<file path="src/rtl/branch_history_table.sv">
// PC-indexed table of saturating direction counters with optional gshare
// indexing and branch/mispredict statistics. Prediction is combinational;
// training happens at the clock edge from resolved branches.
module branch_history_table #(
    parameter int unsigned PC_W   = 32,
    parameter int unsigned IDX_W  = 6,
    parameter int unsigned CTR_W  = 2,
    parameter int unsigned GHR_W  = 0,
    parameter int unsigned INIT   = 0,
    parameter int unsigned STAT_W = 32
) (
    input  logic              clk,
    input  logic              rst,
    input  logic [PC_W-1:0]   pred_pc,
    output logic              pred_taken,
    output logic [IDX_W-1:0]  pred_idx,
    input  logic              upd_valid,
    input  logic [IDX_W-1:0]  upd_idx,
    input  logic              upd_taken,
    input  logic              upd_pred,
    output logic [STAT_W-1:0] branch_cnt,
    output logic [STAT_W-1:0] miss_cnt
);

    localparam int unsigned      ENTRIES  = 1 << IDX_W;
    localparam logic [CTR_W-1:0] CTR_MAX  = '1;
    localparam logic [CTR_W-1:0] CTR_INIT = CTR_W'(INIT);

    // Parameter sanity checks
    if (GHR_W > IDX_W) begin : g_chk_ghr
        $error("branch_history_table: GHR_W must not exceed IDX_W");
    end
    if ((INIT >> CTR_W) != 0) begin : g_chk_init
        $error("branch_history_table: INIT must fit in CTR_W bits");
    end
    if (CTR_W < 1) begin : g_chk_ctr
        $error("branch_history_table: CTR_W must be at least 1");
    end
    if (PC_W < IDX_W + 3) begin : g_chk_pc
        $error("branch_history_table: PC_W too narrow for IDX_W");
    end

    logic [CTR_W-1:0] ctr [ENTRIES];
    logic             armed;
    logic             upd_en;
    logic [IDX_W-1:0] base;
    logic [IDX_W-1:0] hist;
    logic [CTR_W-1:0] cur_ctr;
    logic [CTR_W-1:0] nxt_ctr;
    logic             unused_pc;

    // Word-aligned PC: low two bits and bits above the index are not used
    assign unused_pc = ^{pred_pc[PC_W-1:IDX_W+2], pred_pc[1:0]};
    assign base      = pred_pc[IDX_W+1:2];

    // Training is suppressed on the first edge after reset release
    assign upd_en = upd_valid & armed;

    // Arm training one edge after reset deasserts
    always_ff @(posedge clk or negedge rst) begin
        if (!rst) begin
            armed <= 1'b0;
        end else begin
            armed <= 1'b1;
        end
    end

    // Global history: shifted in only at resolution, never speculatively
    if (GHR_W == 0) begin : g_bimodal
        assign hist = '0;
    end else if (GHR_W == 1) begin : g_ghr1
        logic ghr;
        // Single-bit history tracks the last resolved outcome
        always_ff @(posedge clk or negedge rst) begin
            if (!rst) begin
                ghr <= 1'b0;
            end else if (upd_en) begin
                ghr <= upd_taken;
            end
        end
        assign hist = IDX_W'(ghr);
    end else begin : g_ghrn
        logic [GHR_W-1:0] ghr;
        // Multi-bit history shifts the newest outcome into the LSB
        always_ff @(posedge clk or negedge rst) begin
            if (!rst) begin
                ghr <= '0;
            end else if (upd_en) begin
                ghr <= {ghr[GHR_W-2:0], upd_taken};
            end
        end
        assign hist = IDX_W'(ghr);
    end

    // Combinational lookup; same-cycle updates are not bypassed
    assign pred_idx   = base ^ hist;
    assign pred_taken = ctr[pred_idx][CTR_W-1];

    // Saturating increment/decrement of the counter being trained
    always_comb begin
        cur_ctr = ctr[upd_idx];
        nxt_ctr = cur_ctr;
        if (upd_taken) begin
            if (cur_ctr != CTR_MAX) begin
                nxt_ctr = cur_ctr + CTR_W'(1);
            end
        end else begin
            if (cur_ctr != '0) begin
                nxt_ctr = cur_ctr - CTR_W'(1);
            end
        end
    end

    // Counter table storage
    always_ff @(posedge clk or negedge rst) begin
        if (!rst) begin
            for (int i = 0; i < int'(ENTRIES); i++) begin
                ctr[i] <= CTR_INIT;
            end
        end else if (upd_en) begin
            ctr[upd_idx] <= nxt_ctr;
        end
    end

    // Saturating branch and mispredict statistics
    always_ff @(posedge clk or negedge rst) begin
        if (!rst) begin
            branch_cnt <= '0;
            miss_cnt   <= '0;
        end else if (upd_en) begin
            if (~&branch_cnt) begin
                branch_cnt <= branch_cnt + STAT_W'(1);
            end
            if ((upd_pred != upd_taken) && (~&miss_cnt)) begin
                miss_cnt <= miss_cnt + STAT_W'(1);
            end
        end
    end

endmodule

</file>
<file path="config.mk">
export PLATFORM = sky130hd
export DESIGN_NAME = branch_history_table
export DESIGN_NICKNAME = d
export VERILOG_FILES = /design/src/rtl/branch_history_table.sv
export SDC_FILE = /design/constraint.sdc
export NUM_CORES = 1
export LEC_CHECK = 0
export CELL_PAD_IN_SITES_DETAIL_PLACEMENT = 0
export CELL_PAD_IN_SITES_GLOBAL_PLACEMENT = 2
export CORE_ASPECT_RATIO = 1.1
export CORE_MARGIN = 4
export CORE_UTILIZATION = 37
export DETAILED_ROUTE_END_ITERATION = 16
export PLACE_DENSITY_LB_ADDON = 0.25
export SLEW_MARGIN = 40
export SYNTH_ARGS = -nofsm -noshare
export SYNTH_HDL_FRONTEND = slang
export SYNTH_SLANG_ARGS = --single-unit
</file>
<file path="constraint.sdc">
create_clock -name clk -period 7.62 [get_ports clk]
set_input_delay 2.286 -clock clk [delete_from_list [all_inputs] [get_ports clk]]
set_output_delay 2.286 -clock clk [all_outputs]
set_load 0.02 [all_outputs]
</file>
# Word level (Yosys, flattened, before mapping)
# Cells that the tools add are included.
# W data, S select, Z words.
dict set report word_totals {
  ff_bits 193
  wordCells 100
}
dict set report op_classes {
  bitwise_logic 4
  n_addsub 4
  n_eq_ne 2
  reduce_logical 8
  muxes 12
  n_lt_le_gt_ge 3
}
# operator n
set ops {}
lappend ops {{$bwmux W128} 1}
lappend ops {{$add A32 B1 Y32 const B} 2}
lappend ops {{$reduce_and A32 Y1} 2}
lappend ops {{$bmux W2 S6} 2}
lappend ops {{$mux W2} 8}
lappend ops {{$ge A7 B7 Y1 const B} 2}
lappend ops {{$not A6 Y7} 2}
lappend ops {{$demux W2 S6} 1}
lappend ops {{$lt A7 B1 Y1 const B} 1}
lappend ops {{$reduce_and A2 Y1} 2}
lappend ops {{$add A2 B1 Y2 const B} 1}
lappend ops {{$logic_and A1 B1 Y1} 2}
lappend ops {{$ne A2 B2 Y1 const B} 1}
lappend ops {{$reduce_bool A2 Y1} 1}
lappend ops {{$sub A2 B1 Y2 const B} 1}
lappend ops {{$and A1 B1 Y1} 1}
lappend ops {{$logic_not A1 Y1} 1}
lappend ops {{$ne A1 B1 Y1} 1}
lappend ops {{$not A1 Y1} 1}

# Depth between registers and ports, before layout
# Gate-level depths: netlist of the first run.
dict set report logic_depth {
  depth_word 8
  depth_mapped 11
}

# Least setup slack after synthesis of the first run
# No wires, ideal clock.
dict set report synth_path {
  path_kind {input port to output port}
  from {input pred_pc[2]}
  to {output pred_taken}
  t_arrival_ns 4.767
  setup_slack_ns 0.567
  cell_stages 5
  required_ns 5.334
  cell_sequence {clkbuf_1 -> buf_1 -> mux4_2 -> mux4_2 -> mux4_2}
}
dict set report synth_via {
  elab_chain_len 4
}
# element line_no
set synth_lines {}
lappend synth_lines {{from (decl)} 14} ;# input logic [PC_W-1:0] pred_pc,
lappend synth_lines {{$not A6 Y7 (implied by the code)} 97} ;# assign pred_taken = ctr[pred_idx][CTR_W-1];
lappend synth_lines {{$bmux W2 S6} 97}
lappend synth_lines {{$mux W2 (implied by the code) (2 in series)} 97}
lappend synth_lines {{to (decl)} 15} ;# output logic pred_taken,
# Every way passes these cells. The select of a mux whose other input is x is not followed.

# Worst setup path after layout of the first run
# Same ends and word-level chain as after synthesis.

==> results.json, run 1 <==
{
  "outcome": "complete, no violations",
  "setup_viol": 0,
  "finalClockSkew_ns": 0.02038,
  "crit_fanout": 17,
  "ys_top_cells_by_count": "nand2_1 (218), dfrtp_1 (193), o31ai_1 (64)",
  "numCtsBuffers": 17,
  "period_needed_ns": 7.397,
  "grt_start_max_net_pins": 75,
  "syn2layout_area_growth_pct": 19.15,
  "holdWs_ns": 0.4725,
  "wl_met1_um": 12300,
  "post-route-drc-count": 0,
  "routed-wl-met2_um": 12620,
  "tightest_slew_ns": 0.7670,
  "drtIter0Drc": 357,
  "total_power_w": 0.002363,
  "max_stage_delay_ns": 0.56,
  "cts_tree": "built",
  "worstPathRequired_ns": 5.33,
  "period_share_pct": 97.08,
  "postRouteAntennaNets": 0,
  "htreeDepth": 4,
  "worstSkewPairLatency_ns": 0.44,
  "io_buffers": 87,
  "post_cts_buffers": 0,
  "dieArea_um2": 28830,
  "cts_sinks": 193,
  "ys_seq_area_share_pct": 49.88,
  "vias": 7129,
  "drt-pass1-iter-count": 5,
  "die_y_um": 177.7,
  "start_kind": "input port",
  "powerDensity_nw_per_um2": 204.8,
  "cp_slowest_cell": "mux4_2",
  "yosysTopAreaCell": "dfrtp_1",
  "nFillCells": 2454,
  "netlist_instances": 909,
  "groute.usage.overall_pct": 19.11,
  "wire_per_inst_um": 19.74,
  "drive_gt1_share_pct": 12.99,
  "gp_congestion": 0.7742,
  "routed_wl_um": 26430,
  "clkTransAtPathRegs_ns": 0.06,
  "hold_buffers": 0,
  "grt_pass1_wl_um": 42910,
  "stdcell_count": 1339,
  "place_hpwl_um": 17510,
  "holdCritPathClass": "reg2reg",
  "cts.path.max_buffers": 2,
  "ys_warn_count": 0,
  "finalHoldViolCount": 0,
  "cp_top_family": "multiplexers",
  "antenna_found_initial": 0,
  "yosysMostFrequentCell": "nand2_1",
  "antenna_cells": 0,
  "via_per_inst": 5.324,
  "synth_edf_count": 0,
  "grt_pass1_vias": 7390,
  "rows": 61,
  "fin_tns_setup_ns": 0,
  "synthTopCellsByArea": "dfrtp_1 (50%), mux4_2 (11%), nand2_1 (8.5%)",
  "post_cts_resized": 0,
  "fin_nets": 1025,
  "coreArea_um2": 25570,
  "critical_path.most_common_cell": "mux4_2",
  "die_w_um": 162.2,
  "synthesis.area_um2": 9683,
  "grt_overflow_total": 0,
  "ir_drop_mv": 0.1441,
  "async_reset_ff_share_pct": 100.0,
  "clock.fmax_mhz": 135.2,
  "cts_root_buf": "clkbuf_16",
  "drv_slew": 0,
  "synthDistinctLibCells": 59,
  "yosysTopAreaCellShare_pct": 49.88,
  "wl_met3_um": 1218,
  "start_util_pct": 37.87,
  "worstSetupEndpointType": "output port",
  "ys.flop_type": "dfrtp_1",
  "worstSetupPathType": "in2out",
  "syn-num-nets": 954,
  "crit_chain": "clkdlybuf4s50_1, buf_12, mux4_2, mux4_2, mux4_2, clkdlybuf4s50_1",
  "syn_avg_cell_area_um2": 10.65,
  "io_pins": 114,
  "dr.max_layer_used": "met4",
  "relSlewSlack_pct": 48.69,
  "maxCapViolCount": 0,
  "p_leak_nw": 4.721,
  "cp.arrival_ns": 5.11,
  "rsz0062_at_grt": "no",
  "cp_num_buf_inv": 3,
  "dp.cells": 1307,
  "ys_ff_latch": 193
}
placed cells by master, fill, tap and decap left out, types with 4 or more instances in the layout:
cell,instances
mux2_2,13
and4_1,5
buf_4,14
a21oi_1,5
and3b_1,5
inv_6,4
clkdlybuf4s50_1,83
inv_1,13
nand3_1,26
nand4_1,26
inv_8,4
nand2_1,218
mux2i_1,4
a22oi_1,7
and3_1,14
mux4_2,46
nor2_1,17
xnor2_1,44
xor2_1,18
nor3_1,13
dfrtp_1,193
nor4_1,4
nor3_4,4
o31ai_1,64
o21ai_0,62
clkbuf_16,17
o21ai_1,6
cell type report:
type | count | area (µm²) | area share (%)
sequential | 193 | 4830 | 41.86
multi-input combinational | 649 | 4608 | 39.94
clock inverter | 14 | 142.6 | 1.236
inverter | 14 | 52.55 | 0.4555
tap | 346 | 432.9 | 3.752
timing repair buffer | 105 | 1042 | 9.034
clock buffer | 18 | 429.2 | 3.720
layer usage:
metal	vias to the layer above	GRT usage [%]
met5	-	0
met4	0	4.089
met3	18	3.949
met2	148	31.29
met1	3520	26.46
li1	3443	-
per-stage QoR:
| step | worst slack [ns] | cell area [µm²] | utilization [%] |
|---|---|---|---|
| 3_3_place_gp | 0.2488 | 10920 | 42.70 |
| 4_1_cts | 0.2156 | 11530 | 45.11 |
| 6_report | 0.2227 | 11540 | 45.12 |
| 5_1_grt | 0.1277 | 11540 | 45.12 |
| 2_1_floorplan | 0.5670 | 9683 | - |
| 3_5_place_dp | 0.2013 | 10960 | 42.87 |
logic make-up after synthesis:
| logic type | Yosys count | share of synthesized area (%) |
|---|---|---|
| simple gates | 356 | 17.00 |
| xor+xnor | 62 | 5.608 |
| flops | 193 | 49.88 |
| fa+ha+maj | 2 | 0.2584 |
| compound gates | 165 | 11.29 |
| other cells | 1 | 0.03873 |
| buf+inv | 67 | 3.295 |
| mux | 63 | 12.62 |
registers in the layout, summed over array words and instances, names as in the netlist:
name,count
miss_cnt,32
ctr,128
armed,1
branch_cnt,32
path summary, 6_finish.rpt:
| check | slack (ns) | endpoint | cells after the start | from |
|---|---|---|---|---|
| min in group asynchronous | 1.87 | ctr[57] | 1 | rst |
| worst max register to register | 4.67 | ctr[118] | 7 | ctr[97] |
| max in group asynchronous | 4.70 | ctr[80] | 2 | rst |
| worst min register to register | 0.47 | ctr[112] | 2 | ctr[112] |
| worst max-delay path | 0.22 | pred_taken | 6 | pred_pc[2] |
| worst min-delay path | 0.47 | ctr[112] | 2 | ctr[112] |
power by group:
| group | total (W) | switching [W] | internal [W] | leakage [nW] |
|---|---|---|---|---|
| sequential | 0.00114 | 0.0000552 | 0.00108 | 2.64 |
| clock | 0.000883 | 0.000445 | 0.000438 | 0.279 |
| combinational | 0.000342 | 0.000198 | 0.000144 | 1.80 |
| total | 0.00236 | 0.000698 | 0.00166 | 4.72 |
worst reg2reg max path, cell delays in order, from the launching register on:
cell       delay (ns)
dfrtp_1          0.41
mux4_2           0.48
mux2_2           0.28
a22oi_1          0.31
nand3_1          0.26
a2bb2oi_4        0.66
buf_12           0.31
o31ai_1          0.13
Power figures use the tool's default switching activity.
==> inputs of run 2 (changes only) <==
Settings changed: PLACE_DENSITY from default to 0.93, PLACE_DENSITY_LB_ADDON 0.25 to default.
==> run 2 against run 1 <==
Maximum frequency rose by 0.21%; utilization rose by 0.36 points; combinational power barely moved; via count rose by 3.1%; power rose by 1.9%; sequential cell count did not move; critical path depth did not move; global-route usage fell by 0.68 points; non-clock buffer count rose by 3; clock-buffer cell count did not move; largest power group unchanged; highest routed layer unchanged.
==> results.json, run 2 (synthesis gave the netlist of run 1 again) <==
{
  "cts_tree": "built",
  "worstSetupEndpoint": "pred_taken",
  "htreeDepth": 4,
  "grt_overflow_total": 0,
  "max_stage_delay_ns": 0.56,
  "drt-pass1-iter-count": 5,
  "clock.fmax_mhz": 135.5,
  "layout_common_cells": "nand2_1 (218), dfrtp_1 (193), clkdlybuf4s50_1 (83)",
  "coreArea_um2": 25570,
  "cp_slowest_cell": "mux4_2",
  "die_w_um": 162.2,
  "cts_root_buf": "clkbuf_16",
  "cp_num_buf_inv": 3,
  "gp_congestion": 0.8218,
  "start_kind": "input port",
  "clkPwrFrac_pct": 38.6,
  "drv_slew": 0,
  "period_share_pct": 96.87,
  "postRouteAntennaNets": 0,
  "post_cts_resized": 0,
  "rows": 61,
  "rsz0062_at_grt": "no",
  "dieArea_um2": 28830,
  "fin_tns_setup_ns": 0,
  "setup_viol": 0,
  "hold_buffers": 0,
  "area.sequential_um2": 4830,
  "layout_commonest_cell": "nand2_1",
  "p_int_w": 0.001711,
  "critical_path.most_common_cell": "mux4_2",
  "dp.cells": 1309,
  "cp_top_family": "multiplexers",
  "syn2layout_area_growth_pct": 20.11,
  "largestRegisters": "ctr (128), branch_cnt (32), miss_cnt (32)",
  "tightest_slew_ns": 0.8556,
  "p_comb_share_pct": 14.2,
  "worstSkewPairLatency_ns": 0.44,
  "groute.usage.overall_pct": 18.43,
  "holdWs_ns": 0.4763,
  "cts.path.max_buffers": 2,
  "crit_path_start": "pred_pc[2]",
  "relSlewSlack_pct": 42.75,
  "worst-path-stages": 6,
  "io_buffers": 87,
  "post_cts_buffers": 0,
  "clkTransAtPathRegs_ns": 0.07,
  "antenna_found_initial": 0,
  "largest_register_ffs": 128,
  "crit_fanout": 10,
  "ir_drop_mv": 0.1329,
  "worstSetupPathType": "in2out",
  "start_util_pct": 37.87,
  "holdCritPathClass": "reg2reg",
  "grt_pass1_vias": 7520,
  "reg2reg_slack_ns": 4.58,
  "routed_wl_um": 25690,
  "cp.arrival_ns": 5.10,
  "nFillCells": 2388,
  "finalHoldViolCount": 0,
  "stdcell_count": 1342,
  "rr_worst_depth": 8,
  "io_pins": 114,
  "r2r_end": "ctr[61]",
  "cts_sinks": 193,
  "post-route-drc-count": 0,
  "drive_gt1_share_pct": 13.55,
  "period_needed_ns": 7.382,
  "pwr-share-seq_pct": 47.3,
  "timing.rr.start": "ctr[32]",
  "powerDensity_nw_per_um2": 207.1,
  "die_y_um": 177.7,
  "maxCapViolCount": 0,
  "numCtsBuffers": 17,
  "worstSetupEndpointType": "output port",
  "grt_pass1_wl_um": 41910,
  "wire_per_inst_um": 19.15,
  "antenna_cells": 0,
  "multiInputGateArea_um2": 4617,
  "via_per_inst": 5.478,
  "finalClockSkew_ns": 0.01289,
  "fin_nets": 1028,
  "drtIter0Drc": 451,
  "top_register": "ctr",
  "power_switching_share_pct": 28.97,
  "crit_chain": "clkdlybuf4s50_1, buf_4, mux4_2, mux4_2, mux4_2, clkdlybuf4s50_1",
  "vias": 7351,
  "switchingPower_w": 0.0006979,
  "worstPathRequired_ns": 5.33,
  "place_hpwl_um": 17020,
  "p_leak_nw": 4.762,
  "grt_start_max_net_pins": 93,
  "outcome": "complete, no violations",
  "hold_depth": 2
}
run 2: worst min path at each step:
stage                  start       end  slack [ns]
global route         ctr[84]   ctr[84]        0.48
floorplan           ctr[124]  ctr[124]        0.44
finish               ctr[68]   ctr[68]        0.48
global placement     ctr[84]   ctr[84]        0.45
detailed placement   ctr[84]   ctr[84]        0.46
CTS                  ctr[84]   ctr[84]        0.48
run 2: area by class of cell:
cell class              count  share of cell area, %
repair buffers            108                  9.349
clock buffers              18                  3.776
flip-flops and latches    193                  41.53
well taps                 346                  3.722
clock inverters            14                  1.474
inverters                  14                 0.4519
multi-input cells         649                  39.70
run 2: power by group through the flow:
stage / Sequential [W] / Combinational, W / Clock (W)
2_1_floorplan: 0.00118 / 0.000167 / 0
3_3_place_gp: 0.00116 / 0.000335 / 0
3_5_place_dp: 0.00116 / 0.000346 / 0
4_1_cts: 0.00114 / 0.000347 / 0.000949
5_1_grt: 0.00115 / 0.000372 / 0.000995
6_report: 0.00114 / 0.000342 / 0.000929
run 2: tightest hold or removal path, stage by stage, from the launching register on:
cell and delay [ns]:
dfrtp_1 0.34, nand2_1 0.05, o31ai_1 0.05
run 2: metrics by stage:
step | total power, W | area [µm²] | setup slack (ns) | utilization [%]
floorplan | 0.001343 | 9683 | 0.5670 | -
global placement | 0.001491 | 10910 | 0.2309 | 42.65
detailed placement | 0.001503 | 11010 | 0.2355 | 43.05
CTS | 0.002434 | 11620 | 0.2284 | 45.44
global route | 0.002516 | 11630 | 0.1733 | 45.49
finish | 0.002409 | 11630 | 0.2382 | 45.49
run 2: per-layer routing:
metal / up-vias / global-route usage [%] / routed length, µm
li1: 3447 / - / -
met1: 3677 / 24.77 / 11620
met4: 0 / 4.935 / 551
met5: - / 0 / 0
met2: 199 / 29.90 / 12160
met3: 28 / 4.669 / 1359
